$ cat src/rtl/accum57_stream_pkg.sv
// Shared types and widths for the 57-bit streaming accumulator.
// State encoding is fixed so the DONE/ACCUM decode stays stable across netlists.
package accum57_stream_pkg;

  localparam int ACC_W  = 57;
  localparam int TERM_W = 16;

  typedef enum logic [1:0] {
    ST_IDLE  = 2'd0,
    ST_ACCUM = 2'd1,
    ST_DONE  = 2'd2
  } state_t;

  function automatic logic [ACC_W-1:0] zext_term(
    input logic [TERM_W-1:0] t
  );
    return {{(ACC_W-TERM_W){1'b0}}, t};
  endfunction

endpackage

$ cat src/rtl/accum57_stream_adder.sv
// Unsigned 57+16 adder with carry-out; B is zero-extended onto the
// 57-bit operand and the 58-bit result exposes the carry in bit 57.
module customAdder57_41
  import accum57_stream_pkg::*;
(
  input  logic [ACC_W-1:0]  A,
  input  logic [TERM_W-1:0] B,
  output logic [ACC_W:0]    Sum
);

  assign Sum = {1'b0, A} + {1'b0, zext_term(B)};

endmodule

$ cat src/rtl/accum57_stream.sv
// Batch accumulator: sums num_terms 16-bit terms onto init_acc, tracks a
// sticky carry-out flag, and hands the total downstream via valid/ready.
module accum57_stream
  import accum57_stream_pkg::*;
#(
  parameter int CNT_W = 8
) (
  input  logic              clk,
  input  logic              rst,
  input  logic              start,
  input  logic [CNT_W-1:0]  num_terms,
  input  logic [ACC_W-1:0]  init_acc,
  input  logic              in_valid,
  output logic              in_ready,
  input  logic [TERM_W-1:0] in_data,
  output logic              out_valid,
  input  logic              out_ready,
  output logic [ACC_W-1:0]  out_sum,
  output logic              out_overflow,
  output logic              busy
);

  state_t             state;
  state_t             state_nxt;
  logic [ACC_W-1:0]   acc;
  logic [ACC_W-1:0]   acc_nxt;
  logic               ovf;
  logic               ovf_nxt;
  logic [CNT_W-1:0]   count;
  logic [CNT_W-1:0]   count_nxt;
  logic [ACC_W:0]     sum;

  customAdder57_41 u_add (
    .A   (acc),
    .B   (in_data),
    .Sum (sum)
  );

  always_ff @(posedge clk or posedge rst) begin
    if (rst) begin
      state <= ST_IDLE;
      acc   <= '0;
      ovf   <= 1'b0;
      count <= '0;
    end else begin
      state <= state_nxt;
      acc   <= acc_nxt;
      ovf   <= ovf_nxt;
      count <= count_nxt;
    end
  end

  always_comb begin
    state_nxt = state;
    acc_nxt   = acc;
    ovf_nxt   = ovf;
    count_nxt = count;
    unique case (state)
      ST_IDLE: begin
        if (start) begin
          acc_nxt   = init_acc;
          ovf_nxt   = 1'b0;
          count_nxt = num_terms;
          // empty batch skips straight to presenting init_acc
          state_nxt = (num_terms != '0)
                    ? ST_ACCUM : ST_DONE;
        end
      end
      ST_ACCUM: begin
        if (in_valid) begin
          acc_nxt   = sum[ACC_W-1:0];
          ovf_nxt   = ovf | sum[ACC_W];
          count_nxt = count - CNT_W'(1);
          if (count == CNT_W'(1))
            state_nxt = ST_DONE;
        end
      end
      ST_DONE: begin
        if (out_ready)
          state_nxt = ST_IDLE;
      end
      default: state_nxt = ST_IDLE;
    endcase
  end

  // outputs decode from state only; result is gated to zero outside DONE
  always_comb begin
    in_ready     = 1'b0;
    out_valid    = 1'b0;
    out_sum      = '0;
    out_overflow = 1'b0;
    busy         = 1'b0;
    unique case (state)
      ST_IDLE: ;
      ST_ACCUM: begin
        in_ready = 1'b1;
        busy     = 1'b1;
      end
      ST_DONE: begin
        out_valid    = 1'b1;
        out_sum      = acc;
        out_overflow = ovf;
        busy         = 1'b1;
      end
      default: ;
    endcase
  end

endmodule

$ cat config.mk
export PLATFORM = sky130hd
export DESIGN_NAME = accum57_stream
export DESIGN_NICKNAME = d
export VERILOG_FILES = /design/src/rtl/accum57_stream_pkg.sv /design/src/rtl/accum57_stream_adder.sv /design/src/rtl/accum57_stream.sv
export SDC_FILE = /design/constraint.sdc
export NUM_CORES = 1
export LEC_CHECK = 0
export CAP_MARGIN = 20
export CORE_MARGIN = 4
export CORE_UTILIZATION = 24
export CTS_BUF_LIST = sky130_fd_sc_hd__clkbuf_4
export CTS_CLUSTER_SIZE = 8
export DETAILED_ROUTE_END_ITERATION = 10
export GPL_TIMING_DRIVEN = 1
export PLACE_DENSITY = 0.46
export SETUP_SLACK_MARGIN = 0.3
export SLEW_MARGIN = 0
export SYNTH_ARGS = -nofsm -noshare
export SYNTH_HDL_FRONTEND = slang
export SYNTH_HIERARCHICAL = 1
export SYNTH_SLANG_ARGS = --single-unit
$ cat constraint.sdc
create_clock -name clk -period 2.8 [get_ports clk]
set_input_delay 0.56 -clock clk [delete_from_list [all_inputs] [get_ports clk]]
set_output_delay 0.56 -clock clk [all_outputs]
set_load 0.05 [all_outputs]
==> flow_metrics.tcl <==
set metrics [dict create \
    synth_area_um2 5850 \
    vias_per_cell 4.64 \
    portBuffers 146 \
    yosysWarnings 6 \
    initial_core_util 0.247 \
    outcome "completed" \
    min_period_ns 2.51 \
    place_inst 1188 \
    die_x_um 164 \
    synth-edff-count 0 \
    critPathKind "input pin to flip-flop" \
    chipHeight_um 164 \
    clkPwrFrac 0.077 \
    fmax_mhz 399 \
    grt_pass1_vias 5636 \
    path_clk_slew_ns 0.12 \
    coreArea_um2 23700 \
    layout.nets 1002 \
    instances_no_fill 1219 \
    p_per_area_nw_per_um2 1070 \
    first_pass_iters 5 \
    ios 147 \
    internal_power_w 0.00519 \
    maxCapViolCount 0 \
    switchingPower_w 0.00490 \
    grt_usage 0.150 \
    timing.final.crit_share 0.895 \
    power.leakage_nw 3.83 \
    dieArea_um2 26900 \
    wirelength_um 20200 \
    power_w 0.0101 \
    clk_latency_ns 0.45 \
    synthArstFlopShare 1.00 \
    skew_ns 0.0171 \
    crit_fanout 6 \
    yosysSeqAreaShare 0.291 \
    num_rows 56 \
    drive_gt1_frac 0.280 \
    synth_fp_nets 797 \
    fin_area_um2 9400 \
    holdCritPathClass "input pin to async pin" \
    route.detailed.drc 0 \
    rsz0062_at_grt "yes" \
    critical_path_arrival_ns 2.85 \
    max_slew.worst_pin.slew_ns 0.744 \
    clockBufferDepth 2 \
    drt_iter0_markers 190 \
    clockRootBuffer "clkbuf_4" \
    yosysUniqueCellTypes 69 \
    place_congestion 0.784 \
    setup-tns-final_ns 0 \
    ys_ff_latch 68 \
    tritoncts "done" \
    dp_hpwl_um 14900 \
    h-tree-depth 3 \
    dr_total_vias 5652 \
    synthCells 689 \
    clock-sinks 68 \
    hold_viol 0 \
    postRouteAntennaNets 0 \
    synth-main-ff-cell "dfrtp_1" \
    cp-start-kind "input pin" \
    placed_area_um2 8650 \
    grt_pass1_wl_um 31600 \
    synthToLayoutAreaGrowth_pct 60.8 \
    antenna_found_initial 3 \
    critPathRequiredTime_ns 3.14 \
    switching_share 0.486 \
    power_frac_comb 0.706 \
    avgSynthCellArea_um2 8.48 \
    grt_max_degree 80 \
    finalSetupViolations 0 \
    report.final.slew_viol_count 0 \
    cp-end-kind "flip-flop" \
    cts_buffers 9 \
    routedWlPerCell_um 16.6 \
    peakVddDrop_v 0.000869 \
    slew_headroom 0.502 \
    grt_overflow 0 \
    pwr-share-seq 0.217 \
]
==> worst max-delay path, stage by stage <==
cell and delay (ns):
clkdlybuf4s50_1 0.43, ha_2 0.39, buf_4 0.13, nand4_1 0.11, nor3_2 0.23, o211ai_1 0.19, o211ai_4 0.16, buf_6 0.18
nand4_1 0.12, xnor2_1 0.14, mux2i_1 0.13, o21ai_1 0.07
==> flip-flops by register name, summed over array words and instances (netlist names) <==
register  flops
acc          57
count         8
ovf           1
state         2
==> cell type report <==
class / instances / area (µm²)
Timing Repair Buffer: 230 / 2770
Antenna cell: 1 / 2.50
Tap cell: 319 / 399
Multi-Input combinational cell: 565 / 4300
Clock buffer: 10 / 75.1
Sequential cell: 68 / 1700
Inverter: 20 / 75.1
Clock inverter: 6 / 78.8
Fill cell: 2432 / 14300
==> cells in the final DEF (no fill, tap or decap), drive strengths merged, types with 5 or more instances in the layout <==
| master | synthesis | routed |
|---|---|---|
| nor4 | 8 | 8 |
| xnor2 | 33 | 33 |
| and4 | 5 | 5 |
| nand4 | 15 | 15 |
| buf | 18 | 144 |
| mux2i | 59 | 59 |
| nand2b | 5 | 5 |
| clkdlybuf4s50 | 0 | 76 |
| xor2 | 22 | 22 |
| dfrtp | 68 | 68 |
| nor2 | 26 | 26 |
| a21o | 7 | 7 |
| o21ai | 79 | 79 |
| nand2 | 99 | 99 |
| inv | 20 | 20 |
| clkbuf | 19 | 10 |
| dlymetal6s2s | 0 | 7 |
| ha | 21 | 21 |
| and3 | 10 | 10 |
| a21oi | 29 | 29 |
| and2 | 62 | 62 |
| nand3 | 21 | 21 |
| o211ai | 9 | 9 |
| nor3 | 12 | 12 |
==> stage by stage <==
step / hold slack, ns / setup slack (ns) / utilization
3_3_place_gp: 0.484 / -0.487 / 0.365
5_1_grt: 0.436 / 0.216 / 0.397
6_report: 0.429 / 0.293 / 0.397
2_1_floorplan: 0.456 / 0.306 / -
4_1_cts: 0.410 / 0.249 / 0.380
3_5_place_dp: 0.494 / -0.493 / 0.365
==> power groups by stage <==
stage	Sequential [W]	Combinational (W)	Clock, W
floorplan	0.00196	0.00431	0
global placement	0.00217	0.00662	0
detailed placement	0.00217	0.00667	0
CTS	0.00217	0.00686	0.000816
global route	0.00230	0.00780	0.000845
finish	0.00218	0.00712	0.000781
==> cell families (layout without fill, tap and decap cells) <==
family	count (synthesis)	count (layout)	share of synthesized area
xor gates and xnor gates	55	55	0.0824
buffers and inverters	57	266	0.0552
other	0	1	0
adders and majority gates	22	22	0.0484
AOI/OAI and AO/OA	157	158	0.172
and+or+nand+nor	271	271	0.250
muxes	59	59	0.101
DFF	68	68	0.291
==> cells in the mapped netlist (6+ instances only) <==
library cell	instances	area, µm²
and3_1	8	50.1
nor3_1	10	50.1
clkbuf_1	14	52.6
buf_2	6	30.0
xnor2_1	33	289
dfrtp_1	68	1700
and2_1	60	375
nand2_1	99	372
nand3_1	21	105
nor2_1	25	93.8
o21ai_1	10	50.1
nand4_1	13	81.3
a21oi_1	28	140
inv_1	20	75.1
a21o_1	6	45.0
ha_1	21	263
buf_6	9	101
xor2_1	22	193
mux2i_1	59	591
o21ai_0	69	345
==> worst paths after layout <==
kind                                   from       to  slack [ns]  cells after the start
worst max-delay path            in_data[10]  acc[42]        0.29                     12
worst min-delay path                    rst   acc[3]        0.43                      2
worst max register to register      acc[15]  acc[42]        0.36                     11
worst min register to register          ovf      ovf        0.53                      2
max in group asynchronous               rst  acc[36]        1.69                      3
min in group clk                        ovf      ovf        0.53                      2
==> routing by layer <==
metal | GRT usage | routed length, µm | vias to the layer above
li1 | - | - | 2853
met1 | 0.203 | 9280 | 2654
met2 | 0.241 | 9520 | 129
met3 | 0.0442 | 1230 | 12
met4 | 0.0263 | 138 | 4
met5 | 0 | 26 | -
==> timing repair <==
action	CTS	global route
hold buffers	0	0
setup buffers	2	11
pin swaps	18	42
cloned	1	0
setup endpoints to repair	91	77
gates resized for setup	38	85
Power figures use the tool's default switching activity.
==> variant 1 (same settings) <==
Register the output `out_overflow`; this adds one clock of latency there. The other outputs are not delayed to match.
--- a/src/rtl/accum57_stream.sv
+++ b/src/rtl/accum57_stream.sv
@@ -20,4 +20,6 @@
   output logic              busy
 );
+
+  logic out_overflow_d;
 
   state_t             state;
@@ -89,5 +91,5 @@
     out_valid    = 1'b0;
     out_sum      = '0;
-    out_overflow = 1'b0;
+    out_overflow_d = 1'b0;
     busy         = 1'b0;
     unique case (state)
@@ -100,5 +102,5 @@
         out_valid    = 1'b1;
         out_sum      = acc;
-        out_overflow = ovf;
+        out_overflow_d = ovf;
         busy         = 1'b1;
       end
@@ -107,4 +109,8 @@
   end
 
+  always_ff @(posedge clk) begin
+    out_overflow <= out_overflow_d;
+  end
+
 endmodule
 
Check against the original RTL: not equivalent (Yosys sat finds a counterexample within 4 cycles, from zero or initial values and one cycle with rst high).
==> variant 1 against the original RTL <==
- total power down 1.6%
- sequential cell count rose by 1
- sequential share of layout area is 0.19 points higher
- clock power fell by 24%
- wire length is 0.28% lower
- first-iteration DRC count grew 30%
- cell area about the same
- clock skew shrank 0.0052 ns
- synthesized area is 0.34% higher
- worst setup slack better by 0.014 ns
- die area up 0.33%
- maximum frequency up 0.54%
- critical path type is now flop to flop
- largest cell class unchanged
==> variant 1: results (changes against the original RTL) <==
Status
  – Status: completed

Yosys
  – Synth unique cells: 70 (+1.4%)
  – Synth Area in XOR/XNOR: 8.21% (-0.028 points)
  – Post-synthesis adder-cell area fraction: 4.82% (-0.017 points)
  – YS warnings: 6 (unchanged)
  – Post-synth ARST share: 98.6% (-1.4 points)
  – Seq/Total Area, Yosys: 29.4% (+0.24 points)
  – Post-synth top cells: 99 x nand2_1, 69 x o21ai_0, 68 x dfrtp_1
  – Synth Area in Compound Gates: 17.2% (-0.059 points)
  – Top cells by area, synth: dfrtp_1 29%, mux2i_1 10%, and2_1 6.4%
  – Fraction of synthesized area in multiplexers: 10.1% (-0.034 points)
  – Syn Area/Cell: 8.50 um^2 (+0.20%)
  – Synthesized Nets: 798 (+0.13%)

Pwr
  – Leakage: 0.00382 uW (-0.49%)
  – Net switching power: 4920 uW (+0.34%)
  – VDD IR max: 0.702 mV (-19%)

Placed design
  – RD Place Congestion: 0.801 (+2.1%)
  – IO Port Bufs: 146 (unchanged)
  – HPWL Detailed: 15000 um (+0.73%)
  – Setup WS pre-CTS: -0.402 ns (+0.0909 ns)
  – Placed cells: 1191 (+0.25%)
  – Placed Area: 0.00871 mm^2 (+0.61%)

Detailed routing
  – TritonRoute pass-1 iters: 4 (-1)
  – Post-Route WL: 20100 um (-0.28%)
  – Wire length per cell: 16.5 um (-0.20%)
  – Vias: 5651 (-0.018%)
  – DR iter-0 viols: 247 (+30%)
  – DRC: 0 (unchanged)

Layout
  – Final net count: 1001 (-0.10%)
  – Fill cells: 2364 (-2.8%)
  – Share of cells above drive strength 1: 27.6% (-0.41 points)

Timing
  – Worst hold slack: 0.471 ns (+0.0412 ns)
  – Final Critical Period: 2.49 ns (-0.0135 ns)
  – Worst-Margin Slew: 0.580 ns (-0.164 ns)
  – Worst clock skew: 0.0119 ns (-0.00523 ns)
  – Fin. max-slew vios: 0 (unchanged)

Clock tree
  – Post-cts resize count: 43 (+13%)
  – Setup Buffers After CTS: 6 (+4)
  – Clk buf depth: 2 (unchanged)

Global routing
  – Largest net degree at the start of global routing: 85 (+6.3%)
  – Initial antenna violation count: 1 (-2)
  – GR Util met1: 19.9% (-0.39 points)
  – Global-route wire length before repair: 31500 um (-0.17%)
  – Vias in the first global route: 5764 (+2.3%)
  – All-layer global routing usage: 14.9% (-0.11 points)
  – M3 GR Usage: 3.64% (-0.78 points)
  – Grt met2 use: 24.9% (+0.75 points)

Worst setup path
  – Arr. time, crit path: 2.88 ns (+0.03 ns)
  – Reg2Reg Setup Slack: 0.31 ns (-0.05 ns)
  – CP max FO: 4 (-2)
-- variant 1: worst paths after layout --
| kind | start | to | cells after the start |
|---|---|---|---|
| max in group asynchronous | rst | acc[1] | 3 |
| min in group clk | ovf | ovf | 2 |
| max reg2reg | acc[0] | acc[48] | 12 |
| max | acc[0] | acc[48] | 12 |
| min | rst | state[0] | 3 |
| min reg2reg | ovf | ovf | 2 |
-- variant 1: layer usage --
| layer | vias to the layer above | routed length, um |
|---|---|---|
| met3 | 5 | 1190 |
| li1 | 2847 | - |
| met4 | 0 | 112 |
| met5 | - | 0 |
| met2 | 118 | 9850 |
| met1 | 2681 | 8990 |
-- variant 1: critical path, stage by stage, from the launching register on --
cell	delay (ns)
dfrtp_1	0.38
ha_2	0.19
inv_2	0.04
fa_2	0.35
nand2b_4	0.16
a21o_1	0.21
a31oi_4	0.25
o311ai_4	0.15
buf_12	0.18
nor4_4	0.14
xor2_1	0.17
mux2i_1	0.09
o21ai_1	0.13
-- variant 1: power by group through the flow --
stage          registers (uW)  clock network, uW  logic, uW
2_1_floorplan            1970                  0       4310
3_3_place_gp             2190                  0       6620
3_5_place_dp             2190                  0       6680
4_1_cts                  2170                624       6870
5_1_grt                  2320                654       7770
6_report                 2210                595       7110
-- variant 1: area by class of cell --
| cell class | count | area (um^2) | share of cell area, % |
|---|---|---|---|
| Clock inverter | 6 | 30.0 | 0.319 |
| Clock buffer | 10 | 75.1 | 0.798 |
| Timing Repair Buffer | 228 | 2760 | 29.3 |
| Tap cell | 319 | 399 | 4.24 |
| Sequential cell | 69 | 1720 | 18.3 |
| Multi-Input combinational cell | 565 | 4340 | 46.2 |
| Inverter | 20 | 75.1 | 0.798 |
| Antenna cell | 1 | 2.50 | 0.0266 |
==> variant 2 (same settings) <==
Without the edit above. The parameter `CNT_W` goes from 8 to 10.
--- a/src/rtl/accum57_stream.sv
+++ b/src/rtl/accum57_stream.sv
@@ -4,5 +4,5 @@
   import accum57_stream_pkg::*;
 #(
-  parameter int CNT_W = 8
+  parameter int CNT_W = 10
 ) (
   input  logic              clk,
Interface: changed (resized num_terms); port bits go from 147 to 149. No check against the original RTL was run, so the function may have changed too.
==> variant 2 against the original RTL <==
- final cell count is 1.6% higher
- sequential cell count grew 2
- sequential share of layout area grew 0.38 points
- synthesized cell count is 2.8% higher
- total power about the same
- cell area increased by 0.67%
- synthesized area is 2.1% higher
- combinational power shrank 1%
- count of clock-buffer cells in the layout unchanged
- worst setup slack lost 0.070 ns
- wire length is 8.3% higher
==> variant 2: results (changes against the original RTL) <==
Status
  – Status: completed

Placed design
  – IO Port Bufs: 148 (+1.4%)
  – Setup WS pre-CTS: -0.473 ns (+0.0203 ns)
  – RD Place Congestion: 0.795 (+1.4%)
  – HPWL Detailed: 15600 um (+4.7%)

Layout
  – Non-clock buffer share: 29.6% (+0.16 points)
  – Share of cells above drive strength 1: 25.4% (-2.6 points)
  – Fill cells: 2493 (+2.5%)
  – Count of multi-input gates: 578 (+2.3%)
  – Top flop regs: acc: 57 flops, count: 10 flops, state: 2 flops
  – Final net count: 1018 (+1.6%)
  – ClkCell Share: 1.60% (-0.037 points)
  – Non-CTS buffers: 227 (-1.3%)
  – Multi-input logic area: 0.00427 mm^2 (-0.70%)
  – Inverters: 22 (+10%)
  – Finished Layout Cells: 1238 (+1.6%)

Worst setup path
  – Worst r2r src: acc[0]
  – Reg2Reg Setup Slack: 0.30 ns (-0.06 ns)
  – Delay-heaviest family, CP: compound AO/OA/AOI/OAI gates
  – Arr. time, crit path: 2.92 ns (+0.07 ns)
  – Origin of the worst setup path: in_data[5]
  – Reg2reg path depth: 13 (+2)
  – CP max FO: 4 (-2)

Yosys
  – Synthesized Nets: 818 (+2.6%)
  – Post-synth top cells: 102 x nand2_1, 70 x dfrtp_1, 62 x o21ai_0
  – Seq/Total Area, Yosys: 29.4% (+0.25 points)
  – Synth Area in Compound Gates: 17.2% (-0.032 points)
  – Yosys reg bits: 70 (+2.9%)
  – Fraction of synthesized area in multiplexers: 9.90% (-0.20 points)
  – Post-synthesis adder-cell area fraction: 4.74% (-0.097 points)
  – Syn Inst Count: 708 (+2.8%)

Global routing
  – Vias in the first global route: 5853 (+3.9%)
  – All-layer global routing usage: 15.6% (+0.57 points)
  – Largest net degree at the start of global routing: 71 (-11%)
  – Initial antenna violation count: 1 (-2)

Detailed routing
  – Post-Route WL: 21900 um (+8.3%)

Pwr
  – Sw Share: 48.8% (+0.25 points)
  – Leakage: 0.00390 uW (+1.8%)

Timing
  – Worst clock skew: 0.0143 ns (-0.00279 ns)
  – Worst rel slew slack: 66.2% (+16 points)
-- variant 2: cell types whose count changed after synthesis, moves of 3 or more --
cell	before	now
nor3_1	10	13
o21ai_1	10	18
clkbuf_1	14	17
nand2b_1	5	2
nand2_1	99	102
o21ai_0	69	62
clkbuf_4	5	0
-- variant 2: power by group through the flow --
stage | clock network (uW) | registers (uW) | logic (uW)
6_report | 784 | 2260 | 7040
2_1_floorplan | 0 | 2000 | 4280
3_5_place_dp | 0 | 2260 | 6540
5_1_grt | 846 | 2390 | 7680
4_1_cts | 813 | 2250 | 6890
3_3_place_gp | 0 | 2250 | 6490
-- variant 2: stage by stage --
stage	utilization, %	power, uW	instance area [um^2]	hold slack [ns]
after CTS	37.7	9950	9200	0.488
after global placement	36.0	8740	8780	0.496
final	38.8	10100	9460	0.506
after floorplan	-	6290	5980	0.455
after detailed placement	36.0	8800	8780	0.505
after global routing	38.8	10900	9460	0.512
-- variant 2: worst max-delay path by stage --
stage                         end  slack (ns)  cells past startpoint
after floorplan           acc[51]        0.30                     10
after detailed placement  acc[48]       -0.47                     12
after global routing      acc[32]        0.17                     13
after global placement    acc[48]       -0.44                     12
after CTS                 acc[48]        0.19                     11
final                     acc[32]        0.22                     13
-- variant 2: metal layers --
layer / GRT usage, % / vias up / wire length, um
li1: - / 2914 / -
met1: 22.2 / 2753 / 10600
met2: 24.8 / 128 / 10200
met3: 3.12 / 14 / 898
met4: 2.87 / 0 / 198
met5: 0 / - / 0
-- variant 2: what timing repair did --
item / 4_1_cts / 5_1_grt
buffers inserted: 4 / 7
resized for setup: 42 / 57
cloned: 2 / 0
pin swaps: 22 / 30
endpoints found under the setup margin: 79 / 72
